## src/rtl/mii_tx_framer.sv

```systemverilog
// mii_tx_framer
//   Converts a byte stream (valid/ready/last) into 4-bit MII TX nibbles, one nibble per clock.
//   Frame on the wire: PREAMBLE_BYTES x 0x55, SFD 0xD5, payload, optional 0x00 pad, CRC32 FCS.
//   After every frame or abort, 2*IFG_BYTES idle clocks are forced before the next frame.
//   The low nibble of every byte is sent first.
//   Build option: define MII_TX_PAD_EN to pad frames shorter than MIN_FRAME_BYTES with 0x00
//   bytes (included in the CRC). Without it there is no pad state and MIN_FRAME_BYTES is absent.
// Ports
//   clock        TX nibble clock (25 MHz), all logic on posedge
//   aclr         asynchronous reset, active-high
//   s_data       frame byte (dst MAC first, no preamble, no FCS)
//   s_valid      s_data valid
//   s_last       s_data is the last payload byte
//   s_ready      byte taken on this cycle when s_valid & s_ready
//   tx_d         MII TX data nibble
//   tx_en        MII TX enable
//   busy         high from frame start through the end of the inter-frame gap
//   frame_done   1-cycle pulse on the cycle after the last FCS nibble
//   err_underrun 1-cycle pulse when a frame is cut short for lack of data
module mii_tx_framer #(
  parameter int unsigned PREAMBLE_BYTES  = 7,
`ifdef MII_TX_PAD_EN
  parameter int unsigned MIN_FRAME_BYTES = 60,
`endif
  parameter int unsigned IFG_BYTES       = 12
) (
  input  logic       clock,
  input  logic       aclr,
  input  logic [7:0] s_data,
  input  logic       s_valid,
  input  logic       s_last,
  output logic       s_ready,
  output logic [3:0] tx_d,
  output logic       tx_en,
  output logic       busy,
  output logic       frame_done,
  output logic       err_underrun
);

  localparam logic [15:0] PreLast = 16'(2 * PREAMBLE_BYTES - 1);
  localparam logic [15:0] IfgLast = 16'(2 * IFG_BYTES - 1);

`ifdef MII_TX_PAD_EN
  localparam logic [10:0] MinBytes = 11'(MIN_FRAME_BYTES);
  typedef enum logic [2:0] {StIdle, StPre, StSfd, StData, StPad, StFcs, StIfg} state_e;
`else
  typedef enum logic [2:0] {StIdle, StPre, StSfd, StData, StFcs, StIfg} state_e;
`endif

  // Reflected CRC32 (poly 0xEDB88320), one byte, LSB first.
  function automatic logic [31:0] crc_byte(input logic [31:0] c, input logic [7:0] d);
    logic [31:0] r;
    r = c;
    for (int i = 0; i < 8; i++) begin
      if (r[0] ^ d[i]) r = (r >> 1) ^ 32'hEDB88320;
      else             r = r >> 1;
    end
    return r;
  endfunction

  // state_q/phase_q/cnt_q describe the nibble currently on tx_d.
  state_e      state_q, state_d;
  logic [15:0] cnt_q, cnt_d;
  logic        phase_q, phase_d;  // 0: low nibble, 1: high nibble
  logic [7:0]  byte_q, byte_d;
  logic        last_q, last_d;
  logic [31:0] crc_q, crc_d;
  logic [3:0]  tx_d_q, tx_d_d;
  logic        tx_en_q, tx_en_d;
  logic        s_ready_q, s_ready_d;
  logic        busy_q, busy_d;
  logic        done_q, done_d;
  logic        err_q, err_d;
`ifdef MII_TX_PAD_EN
  logic [10:0] bc_q, bc_d;  // DATA+PAD bytes, saturating
  logic        start_pad;
`endif

  logic [31:0] fcs;
  logic [2:0]  nib_idx;
  logic        take_byte;
  logic        start_fcs;

  always_comb begin
    state_d   = state_q;
    cnt_d     = cnt_q;
    phase_d   = phase_q;
    byte_d    = byte_q;
    last_d    = last_q;
    crc_d     = crc_q;
    tx_d_d    = 4'h0;
    tx_en_d   = 1'b0;
    s_ready_d = 1'b0;
    busy_d    = 1'b1;
    done_d    = 1'b0;
    err_d     = 1'b0;
    take_byte = 1'b0;
    start_fcs = 1'b0;
    fcs       = ~crc_q;
    nib_idx   = cnt_q[2:0] + 3'd1;
`ifdef MII_TX_PAD_EN
    bc_d      = bc_q;
    start_pad = 1'b0;
`endif

    unique case (state_q)
      StIdle: begin
        busy_d = 1'b0;
        if (s_valid) begin
          state_d = StPre;
          cnt_d   = '0;
          tx_en_d = 1'b1;
          tx_d_d  = 4'h5;
          busy_d  = 1'b1;
        end
      end
      StPre: begin
        tx_en_d = 1'b1;
        tx_d_d  = 4'h5;
        if (cnt_q == PreLast) begin
          state_d = StSfd;
          phase_d = 1'b0;
        end else begin
          cnt_d = cnt_q + 16'd1;
        end
      end
      StSfd: begin
        if (!phase_q) begin
          tx_en_d   = 1'b1;
          tx_d_d    = 4'hD;
          phase_d   = 1'b1;
          s_ready_d = 1'b1;
        end else begin
          take_byte = 1'b1;
        end
      end
      StData: begin
        if (!phase_q) begin
          tx_en_d   = 1'b1;
          tx_d_d    = byte_q[7:4];
          phase_d   = 1'b1;
          s_ready_d = !last_q;
        end else if (!last_q) begin
          take_byte = 1'b1;
        end else begin
`ifdef MII_TX_PAD_EN
          if (bc_q < MinBytes) start_pad = 1'b1;
          else                 start_fcs = 1'b1;
`else
          start_fcs = 1'b1;
`endif
        end
      end
`ifdef MII_TX_PAD_EN
      StPad: begin
        tx_en_d = 1'b1;
        if (!phase_q)              phase_d   = 1'b1;
        else if (bc_q < MinBytes)  start_pad = 1'b1;
        else                       start_fcs = 1'b1;
      end
`endif
      StFcs: begin
        if (cnt_q[2:0] == 3'd7) begin
          state_d = StIfg;
          cnt_d   = '0;
          done_d  = 1'b1;
        end else begin
          cnt_d   = cnt_q + 16'd1;
          tx_en_d = 1'b1;
          tx_d_d  = fcs[{nib_idx, 2'b00} +: 4];
        end
      end
      StIfg: begin
        if (cnt_q == IfgLast) begin
          state_d = StIdle;
          busy_d  = 1'b0;
          crc_d   = '1;
`ifdef MII_TX_PAD_EN
          bc_d    = '0;
`endif
        end else begin
          cnt_d = cnt_q + 16'd1;
        end
      end
      default: state_d = StIdle;
    endcase

    // H-phase handshake: either the next byte is there or the frame is cut here.
    if (take_byte) begin
      if (s_valid) begin
        state_d = StData;
        phase_d = 1'b0;
        byte_d  = s_data;
        last_d  = s_last;
        tx_en_d = 1'b1;
        tx_d_d  = s_data[3:0];
        crc_d   = crc_byte(crc_q, s_data);
`ifdef MII_TX_PAD_EN
        if (bc_q != 11'h7FF) bc_d = bc_q + 11'd1;
`endif
      end else begin
        state_d = StIfg;
        cnt_d   = '0;
        err_d   = 1'b1;
      end
    end

`ifdef MII_TX_PAD_EN
    if (start_pad) begin
      state_d = StPad;
      phase_d = 1'b0;
      tx_en_d = 1'b1;
      crc_d   = crc_byte(crc_q, 8'h00);
      if (bc_q != 11'h7FF) bc_d = bc_q + 11'd1;
    end
`endif

    if (start_fcs) begin
      state_d = StFcs;
      cnt_d   = '0;
      tx_en_d = 1'b1;
      tx_d_d  = fcs[3:0];
    end
  end

  always_ff @(posedge clock or posedge aclr) begin
    if (aclr) begin
      state_q   <= StIdle;
      cnt_q     <= '0;
      phase_q   <= 1'b0;
      byte_q    <= '0;
      last_q    <= 1'b0;
      crc_q     <= '1;
      tx_d_q    <= '0;
      tx_en_q   <= 1'b0;
      s_ready_q <= 1'b0;
      busy_q    <= 1'b0;
      done_q    <= 1'b0;
      err_q     <= 1'b0;
`ifdef MII_TX_PAD_EN
      bc_q      <= '0;
`endif
    end else begin
      state_q   <= state_d;
      cnt_q     <= cnt_d;
      phase_q   <= phase_d;
      byte_q    <= byte_d;
      last_q    <= last_d;
      crc_q     <= crc_d;
      tx_d_q    <= tx_d_d;
      tx_en_q   <= tx_en_d;
      s_ready_q <= s_ready_d;
      busy_q    <= busy_d;
      done_q    <= done_d;
      err_q     <= err_d;
`ifdef MII_TX_PAD_EN
      bc_q      <= bc_d;
`endif
    end
  end

  assign tx_d         = tx_d_q;
  assign tx_en        = tx_en_q;
  assign s_ready      = s_ready_q;
  assign busy         = busy_q;
  assign frame_done   = done_q;
  assign err_underrun = err_q;

endmodule

```

## config.mk

```make
export PLATFORM = sky130hd
export DESIGN_NAME = mii_tx_framer
export DESIGN_NICKNAME = d
export VERILOG_FILES = /design/src/rtl/mii_tx_framer.sv
export SDC_FILE = /design/constraint.sdc
export NUM_CORES = 1
export LEC_CHECK = 0
export ABC_AREA = 0
export CAP_MARGIN = 20
export CORE_ASPECT_RATIO = 0.5
export CORE_MARGIN = 1.5
export CORE_UTILIZATION = 55
export CTS_CLUSTER_DIAMETER = 40
export DETAILED_ROUTE_END_ITERATION = 16
export PLACE_DENSITY = 0.83
export SLEW_MARGIN = 10
export SYNTH_ARGS = -nofsm -noshare
export SYNTH_HDL_FRONTEND = slang
export SYNTH_SLANG_ARGS = --single-unit
```

## constraint.sdc

```tcl
create_clock -name clock -period 2.6 [get_ports clock]
set_input_delay 0.65 -clock clock [delete_from_list [all_inputs] [get_ports clock]]
set_output_delay 0.65 -clock clock [all_outputs]
set_load 0.01 [all_outputs]
```

==> out/qor.tcl, run 1 <==
set qor(synth_enable_flop_cells) 0
set qor(antenna_cells_inserted) 0
set qor(path_delay_family) {compound AO/OA/AOI/OAI gates}
set qor(insertion_delay_ns) 0.34
set qor(synth_top_cell_by_area) {sky130_fd_sc_hd__dfrtp_1}
set qor(syn-mean-instance-area_um2) 11.0
set qor(hold_violations) 0
set qor(place.port_buffers) 20
set qor(routed_wirelength_um) 10000
set qor(pwr_density_cell_nw_per_um2) 1410
set qor(grt_first_pass_wirelength_um) 17100
set qor(finish.instance_area_um2) 4890
set qor(vias_per_cell) 6.16
set qor(fp.dieH_um) 64.4
set qor(clk_pin_slew_ns) 0.05
set qor(globalRoute.busiestLayer) {met2}
set qor(cts_root_buf) {sky130_fd_sc_hd__clkbuf_16}
set qor(met3_usage_pct) 6.69
set qor(num_io_pins) 21
set qor(areaGrowthSynthToFinish_pct) 17.9
set qor(slew_viol_final) 0
set qor(final_min_period_over_clock_period_pct) 91.6
set qor(grt_setup_unrepaired) {false}
set qor(net_count_after_synthesis) 394
set qor(ys_top_cells_by_area) {sky130_fd_sc_hd__dfrtp_1, sky130_fd_sc_hd__dfstp_2, sky130_fd_sc_hd__xnor2_1}
set qor(yosysWarningCount) 0
set qor(drt_pass1_iterations) 4
set qor(drc_errors) 0
set qor(synth_top_flop_cell) {sky130_fd_sc_hd__dfrtp_1}
set qor(placement.cell_area_um2) 4570
set qor(critical_path_s_most_frequent_cell) {sky130_fd_sc_hd__ha_1}
set qor(gr_met1_demand_resource_pct) 34.1
set qor(gr-usage-met2_pct) 45.9
set qor(fillers) 521
set qor(crit_path_max_incr_delay_ns) 0.43
set qor(fin_util_pct) 66.8
set qor(die-width_um) 126
set qor(ys_ff_latch) 66
set qor(post_synth_inst_count) 379
set qor(final.min_clock_period_ns) 2.38
set qor(tightestPinTransition_ns) 0.622
set qor(core-area_um2) 7320
set qor(synth-async-reset-ratio_pct) 100
set qor(timing.critical_path.slowest_stage_cell) {sky130_fd_sc_hd__dfrtp_1}
set qor(max_clock_freq_ghz) 0.420
set qor(max_slew_margin_pct) 58.3
set qor(largest_net_degree_at_the_start_of_global_routing) 38
set qor(setup_violating_endpoint_count_in_the_final_report) 0
set qor(row_count) 22
set qor(cts_hold_buf) 0
set qor(track_usage_pct) 27.5
set qor(timing.critical_path.from_type) {flop}
set qor(power.static_leakage_nw) 1.96
set qor(detail_route.wl_per_cell_um) 19.6
set qor(timing.critical_path.buf_inv) 1
set qor(crit_path_end_kind) {flop}
set qor(worstPathCellList) {ha_1 > ha_1 > nor2b_1 > o21ba_2 > o21a_2 > buf_4 > a41oi_1 > a311oi_1}
set qor(crit_type) {reg -> reg}
set qor(netlist.area_leader.share_pct) 20.5
set qor(clock_path_buffers) 2
set qor(vdd_ir_drop_max_uv) 548
set qor(antenna_found_initial) 0
set qor(ctsHtreeMaxLevel) 3
set qor(die-area_um2) 8110
set qor(timing.critical_path.fanout_max) 9
set qor(cts.sink_count) 66
set qor(dpl.hpwl_um) 6840
set qor(crit_required_ns) 2.83
set qor(arrival_ns) 2.62
set qor(synthesis.area_um2) 4150
set qor(drt_iter0_markers) 270
set qor(layout_cell_share_with_drive_strength_beyond_1_pct) 24.2
set qor(globalRouteOverflowTotal) 0
set qor(dr_total_vias) 3144
set qor(synth.top_cells.by_count) {sky130_fd_sc_hd__dfrtp_1, sky130_fd_sc_hd__xnor2_1, sky130_fd_sc_hd__dfstp_2, sky130_fd_sc_hd__nand2_1, sky130_fd_sc_hd__a2bb2oi_1}
set qor(drv.max_cap_violation_count) 0
set qor(fin_nets) 424
set qor(ys_types) 58
set qor(tritoncts_clock_tree) {done}
set qor(min_path_type) {reg -> reg}
set qor(outcome) {completed}
set qor(numCtsBuffers) 9
set qor(place_congestion) 0.886
set qor(starting_utilization_of_the_core_area_pct) 56.7
set qor(grt_pass1_vias) 3336
set qor(timing.clock.skew_ns) 0.00664
set qor(synth.yosys.seq_area_share_pct) 40.8
set qor(antenna_left) 0
## placed cells by master, fill, tap and decap left out, drive strengths merged, types with 3 or more instances in the layout
cell / instances
nor2b: 4
dfstp: 32
nand4: 6
a32oi: 4
nand2b: 3
o21bai: 3
o22a: 5
mux2i: 7
nand2: 32
o21ai: 9
buf: 22
clkdlybuf4s50: 20
nor2: 19
clkinv: 3
a21oi: 19
clkbuf: 13
xnor3: 3
ha: 3
nand3: 5
mux4: 8
a2bb2oi: 27
nor3: 5
and4: 3
xnor2: 45
inv: 7
a31oi: 5
xor2: 23
dfrtp: 34
and3: 6
a311oi: 7
and2: 3
## power breakdown
| group | switching, W | internal, W |
|---|---|---|
| sequential | 0.000403 | 0.00150 |
| combinational | 0.00180 | 0.00192 |
| clock | 0.000450 | 0.000814 |
| total | 0.00265 | 0.00423 |
## timing repair
action                     in CTS  in global routing
buffers inserted                0                  0
setup endpoints to repair       0                  1
gates resized for setup         0                  1
## stage by stage
step / hold WS [ns] / setup WS (ns) / power [W] / setup TNS [ns] / std cells
after floorplan: 0.437 / 0.348 / 0.00459 / 0 / 379
after global placement: 0.461 / 0.0694 / 0.00538 / 0 / 494
after detailed placement: 0.472 / -0.000919 / 0.00556 / -0.000919 / 494
after CTS: 0.478 / 0.151 / 0.00689 / 0 / 510
after global routing: 0.522 / 0.0717 / 0.00727 / 0 / 510
final: 0.478 / 0.219 / 0.00688 / 0 / 510
## kinds of logic (layout without fill, tap and decap cells)
kind of cell               after synthesis  after routing  share of synthesized area [%]
xor gates and xnor gates                71             71                           19.4
DFF                                     66             66                           40.8
muxes                                   16             16                           6.30
buffers and inverters                   30             65                           3.08
AOI/OAI and AO/OA                       94             94                           17.0
adders and majority gates                3              3                          0.905
and+or+nand+nor                         99             99                           12.5
## final cells by class
type                    instances  area (µm²)  area share, %
multi-input cells             283        2330           47.7
flip-flops and latches         66        1690           34.6
repair buffers                 42         403           8.23
clock buffers                  13         304           6.21
well taps                      96         120           2.45
inverters                       7        26.3          0.537
clock inverters                 3        15.0          0.307
## sequential cells by signal (all words and copies together) (netlist names)
register / cells
crc_q: 32
cnt_q: 16
byte_q: 4
tx_d: 4
state_q: 3
busy: 1
err_underrun: 1
frame_done: 1
last_q: 1
phase_q: 1
s_ready: 1
tx_en: 1
## worst paths after layout
path / start / end / slack [ns] / cells after the start
max reg2reg: cnt_q[1] / cnt_q[3] / 0.22 / 8
min: byte_q[4] / byte_q[4] / 0.48 / 2
min reg2reg: byte_q[4] / byte_q[4] / 0.48 / 2
max: cnt_q[1] / cnt_q[3] / 0.22 / 8
min in group asynchronous: aclr / busy / 0.70 / 2
max in group asynchronous: aclr / crc_q[13] / 1.26 / 3
## tightest hold or removal path, delay by kind of cell, from the launching register on
| family | cells | cell delay [ns] |
|---|---|---|
| DFF | 1 | 0.34 |
| and+or+nand+nor | 2 | 0.11 |
## layer usage
metal / vias up / share of wire, %
met5: - / 0
met4: 0 / 3.0
met3: 30 / 4.4
met2: 95 / 50
met1: 1566 / 43
li1: 1453 / -
No activity file was read; power rests on OpenSTA's default activity.
==> run 2, diff against run 1 <==
--- a/config.mk
+++ b/config.mk
@@ -7,7 +7,7 @@
 export LEC_CHECK = 0
 export ABC_AREA = 0
 export CAP_MARGIN = 20
-export CORE_ASPECT_RATIO = 0.5
+export CORE_ASPECT_RATIO = 1.2
 export CORE_MARGIN = 1.5
 export CORE_UTILIZATION = 55
 export CTS_CLUSTER_DIAMETER = 40
==> constraint.sdc (replaced) <==
create_clock -name clock -period 2.41 [get_ports clock]
set_input_delay 0.6025 -clock clock [delete_from_list [all_inputs] [get_ports clock]]
set_output_delay 0.6025 -clock clock [all_outputs]
set_load 0.01 [all_outputs]
==> run 2 against run 1 <==
Net effect:
- count of clock-buffer cells in the layout decreased by 2
- setup slack got worse by 0.0069 ns
- hold slack got worse by 0.0010 ns
- global-route usage decreased by 0.90 points
- clock power decreased by 36%
- die area fell by 0.36%
- fmax up 8.3%
- critical endpoint is now cnt_q[15]
- largest cell class unchanged
- non-clock buffer count up 10
- utilization down 0.60 points
- cell count increased by 0.78%
- register-to-register slack is essentially flat
==> out/qor.tcl, run 2 (same netlist as run 1, synthesis figures left out) <==
set qor(crit_type) {reg -> reg} ;# unchanged
set qor(fin_nets) 434 ;# was 424
set qor(dr_total_vias) 3205 ;# was 3144
set qor(dpl.hpwl_um) 6750 ;# was 6840 µm
set qor(ctsHtreeMaxLevel) 3 ;# unchanged
set qor(finish.instance_area_um2) 4820 ;# was 4890 µm²
set qor(whs_endpoint) {byte_q[5]} ;# was byte_q[4]
set qor(final.min_clock_period_ns) 2.20 ;# was 2.38 ns
set qor(timing.critical_path.from_type) {flop} ;# unchanged
set qor(r2r-start) {cnt_q[1]} ;# unchanged
set qor(rr_endpoint) {cnt_q[15]} ;# was cnt_q[3]
set qor(place.port_buffers) 20 ;# unchanged
set qor(crit_required_ns) 2.66 ;# was 2.83 ns
set qor(cts.sink_count) 66 ;# unchanged
set qor(slew_viol_final) 0 ;# unchanged
set qor(grt_pass1_vias) 3303 ;# was 3336
set qor(max_clock_freq_ghz) 0.455 ;# was 0.420 GHz
set qor(cts_root_buf) {sky130_fd_sc_hd__clkbuf_8} ;# was sky130_fd_sc_hd__clkbuf_16
set qor(antenna_found_initial) 0 ;# unchanged
set qor(power_switching_w) 0.00279 ;# was 0.00265 W
set qor(vias_per_cell) 6.24 ;# was 6.16
set qor(drv.max_cap_violation_count) 0 ;# unchanged
set qor(max_slew_margin_pct) 59.7 ;# was 58.3%
set qor(clkPwrFrac_pct) 11.5 ;# was 18.4%
set qor(die-width_um) 82.3 ;# was 126 µm
set qor(min_path_type) {reg -> reg} ;# unchanged
set qor(largest_register_ffs) 32 ;# unchanged
set qor(clk_pin_slew_ns) 0.07 ;# was 0.05 ns
set qor(placement.cell_area_um2) 4650 ;# was 4570 µm²
set qor(setup.reg_to_reg.worst_slack_ns) 0.21 ;# was 0.22 ns
set qor(drc_errors) 0 ;# unchanged
set qor(rr_worst_depth) 8 ;# unchanged
set qor(comb_power_share_pct) 59.6 ;# was 54.0%
set qor(core-area_um2) 7270 ;# was 7320 µm²
set qor(grt_setup_unrepaired) {false} ;# unchanged
set qor(clock_path_buffers) 2 ;# unchanged
set qor(areaGrowthSynthToFinish_pct) 16.1 ;# was 17.9%
set qor(die-area_um2) 8080 ;# was 8110 µm²
set qor(starting_utilization_of_the_core_area_pct) 57.1 ;# was 56.7%
set qor(timing.critical_path.slowest_stage_cell) {sky130_fd_sc_hd__dfrtp_1} ;# unchanged
set qor(crit_path_end_kind) {flop} ;# unchanged
set qor(final_min_period_over_clock_period_pct) 91.2 ;# was 91.6%
set qor(finalHoldWorstSlack_ns) 0.477 ;# was 0.478 ns
set qor(arrival_ns) 2.45 ;# was 2.62 ns
set qor(pwr_density_cell_nw_per_um2) 1450 ;# was 1410 nW/µm²
set qor(layout_cell_share_with_drive_strength_beyond_1_pct) 25.7 ;# was 24.2%
set qor(timing.clock.skew_ns) 0.0108 ;# was 0.00664 ns
set qor(insertion_delay_ns) 0.36 ;# was 0.34 ns
set qor(row_count) 34 ;# was 22
set qor(min_from) {byte_q[5]} ;# was byte_q[4]
set qor(path_delay_family) {compound AO/OA/AOI/OAI gates} ;# unchanged
set qor(num_io_pins) 21 ;# unchanged
set qor(tritoncts_clock_tree) {done} ;# unchanged
set qor(cell_internal_pwr_w) 0.00420 ;# was 0.00423 W
set qor(globalRouteOverflowTotal) 0 ;# unchanged
set qor(outcome) {completed} ;# unchanged
set qor(biggestRegsByFlops) {crc_q (32), cnt_q (16)} ;# unchanged
set qor(numCtsBuffers) 9 ;# unchanged
set qor(detail_route.wl_per_cell_um) 18.8 ;# was 19.6 µm
set qor(hold_violations) 0 ;# unchanged
set qor(timing.critical_path.fanout_max) 12 ;# was 9
set qor(place_congestion) 0.857 ;# was 0.886
set qor(track_usage_pct) 26.6 ;# was 27.5%
set qor(setup_violating_endpoint_count_in_the_final_report) 0 ;# unchanged
set qor(final_cell_mix) {sky130_fd_sc_hd__xnor2_1, sky130_fd_sc_hd__dfrtp_1, sky130_fd_sc_hd__nand2_1, sky130_fd_sc_hd__dfstp_2, sky130_fd_sc_hd__buf_4} ;# was sky130_fd_sc_hd__xnor2_1, sky130_fd_sc_hd__dfrtp_1, sky130_fd_sc_hd__nand2_1, sky130_fd_sc_hd__dfstp_2, sky130_fd_sc_hd__a2bb2oi_1
set qor(drt_pass1_iterations) 4 ;# unchanged
set qor(tightestPinTransition_ns) 0.598 ;# was 0.622 ns
set qor(timing.hold.worst_path_depth) 2 ;# unchanged
set qor(antenna_cells_inserted) 0 ;# unchanged
set qor(worstPathCellList) {ha_1 > ha_1 > nor2b_2 > o21ba_2 > o21a_1 > buf_4 > nand4_1 > a221oi_1} ;# was ha_1 > ha_1 > nor2b_1 > o21ba_2 > o21a_2 > buf_4 > a41oi_1 > a311oi_1
set qor(grt_first_pass_wirelength_um) 16200 ;# was 17100 µm
set qor(largest_net_degree_at_the_start_of_global_routing) 67 ;# was 38
set qor(seq_power_share_pct) 28.9 ;# was 27.6%
set qor(setup_total_negative_slack_ns) 0 ;# unchanged
set qor(crit_path_max_incr_delay_ns) 0.43 ;# about the same
set qor(fp.dieH_um) 98.2 ;# was 64.4 µm
set qor(drt_iter0_markers) 223 ;# was 270
set qor(switching_share_pct) 39.9 ;# was 38.5%
set qor(critical_path_s_most_frequent_cell) {sky130_fd_sc_hd__ha_1} ;# unchanged
set qor(routed_wirelength_um) 9670 ;# was 10000 µm
set qor(largest_register) {crc_q} ;# unchanged
set qor(timing.critical_path.buf_inv) 1 ;# unchanged
set qor(antenna_left) 0 ;# unchanged
set qor(fin_util_pct) 66.3 ;# was 66.8%
set qor(power.static_leakage_nw) 1.94 ;# was 1.96 nW
set qor(cts_hold_buf) 0 ;# unchanged
set qor(vdd_ir_drop_max_uv) 1230 ;# was 548 µV
## run 2: cell type report
type / instances / area (µm²)
clock inverter: 5 / 31.3
tap: 90 / 113
clock buffer: 11 / 131
sequential: 66 / 1690
inverter: 7 / 26.3
fill: 530 / 2450
timing repair buffer: 52 / 490
multi-input combinational: 283 / 2340
## run 2: worst register-to-register path, stage by stage, from the launching register on
cell and delay, ns:
sky130_fd_sc_hd__dfrtp_1 0.43, sky130_fd_sc_hd__ha_1 0.25, sky130_fd_sc_hd__ha_1 0.21, sky130_fd_sc_hd__nor2b_2 0.17, sky130_fd_sc_hd__o21ba_2 0.26, sky130_fd_sc_hd__o21a_1 0.17
sky130_fd_sc_hd__buf_4 0.20, sky130_fd_sc_hd__nand4_1 0.12, sky130_fd_sc_hd__a221oi_1 0.29
## run 2: power groups by stage
stage	clock network, W	registers, W	logic, W
6_report	0.000802	0.00202	0.00416
2_1_floorplan	0	0.00188	0.00306
4_1_cts	0.000815	0.00202	0.00416
3_5_place_dp	0	0.00203	0.00411
3_3_place_gp	0	0.00200	0.00401
5_1_grt	0.000868	0.00207	0.00451
## run 2: how the worst max path moves through the flow
stage / from / end / slack [ns] / cells after the start
floorplan: aclr / busy / 0.21 / 1
global placement: s_data[3] / crc_q[20] / -0.07 / 6
detailed placement: s_data[1] / crc_q[19] / -0.12 / 7
CTS: cnt_q[1] / cnt_q[15] / 0.18 / 8
global route: cnt_q[1] / cnt_q[3] / 0.03 / 8
finish: cnt_q[1] / cnt_q[15] / 0.21 / 8
## run 2: timing repair
| item | 4_1_cts | 5_1_grt |
|---|---|---|
| resized for setup | 0 | 1 |
| setup buffers | 0 | 0 |
| setup endpoints to repair | 0 | 2 |
## run 2: metal layers
layer / global-route usage (%) / vias to the layer above / share of wire [%] / routed length, µm
li1: - / 1461 / - / -
met1: 33.9 / 1608 / 43 / 4110
met2: 42.2 / 109 / 50 / 4870
met3: 5.70 / 27 / 4.7 / 457
met4: 12.5 / 0 / 2.4 / 234
met5: 0 / - / 0 / 0
## run 2: through the flow
step | setup WS, ns | instances | total power [W]
2_1_floorplan | 0.206 | 379 | 0.00495
3_3_place_gp | -0.0742 | 498 | 0.00602
3_5_place_dp | -0.115 | 498 | 0.00614
4_1_cts | 0.179 | 514 | 0.00699
5_1_grt | 0.0323 | 514 | 0.00744
6_report | 0.212 | 514 | 0.00699
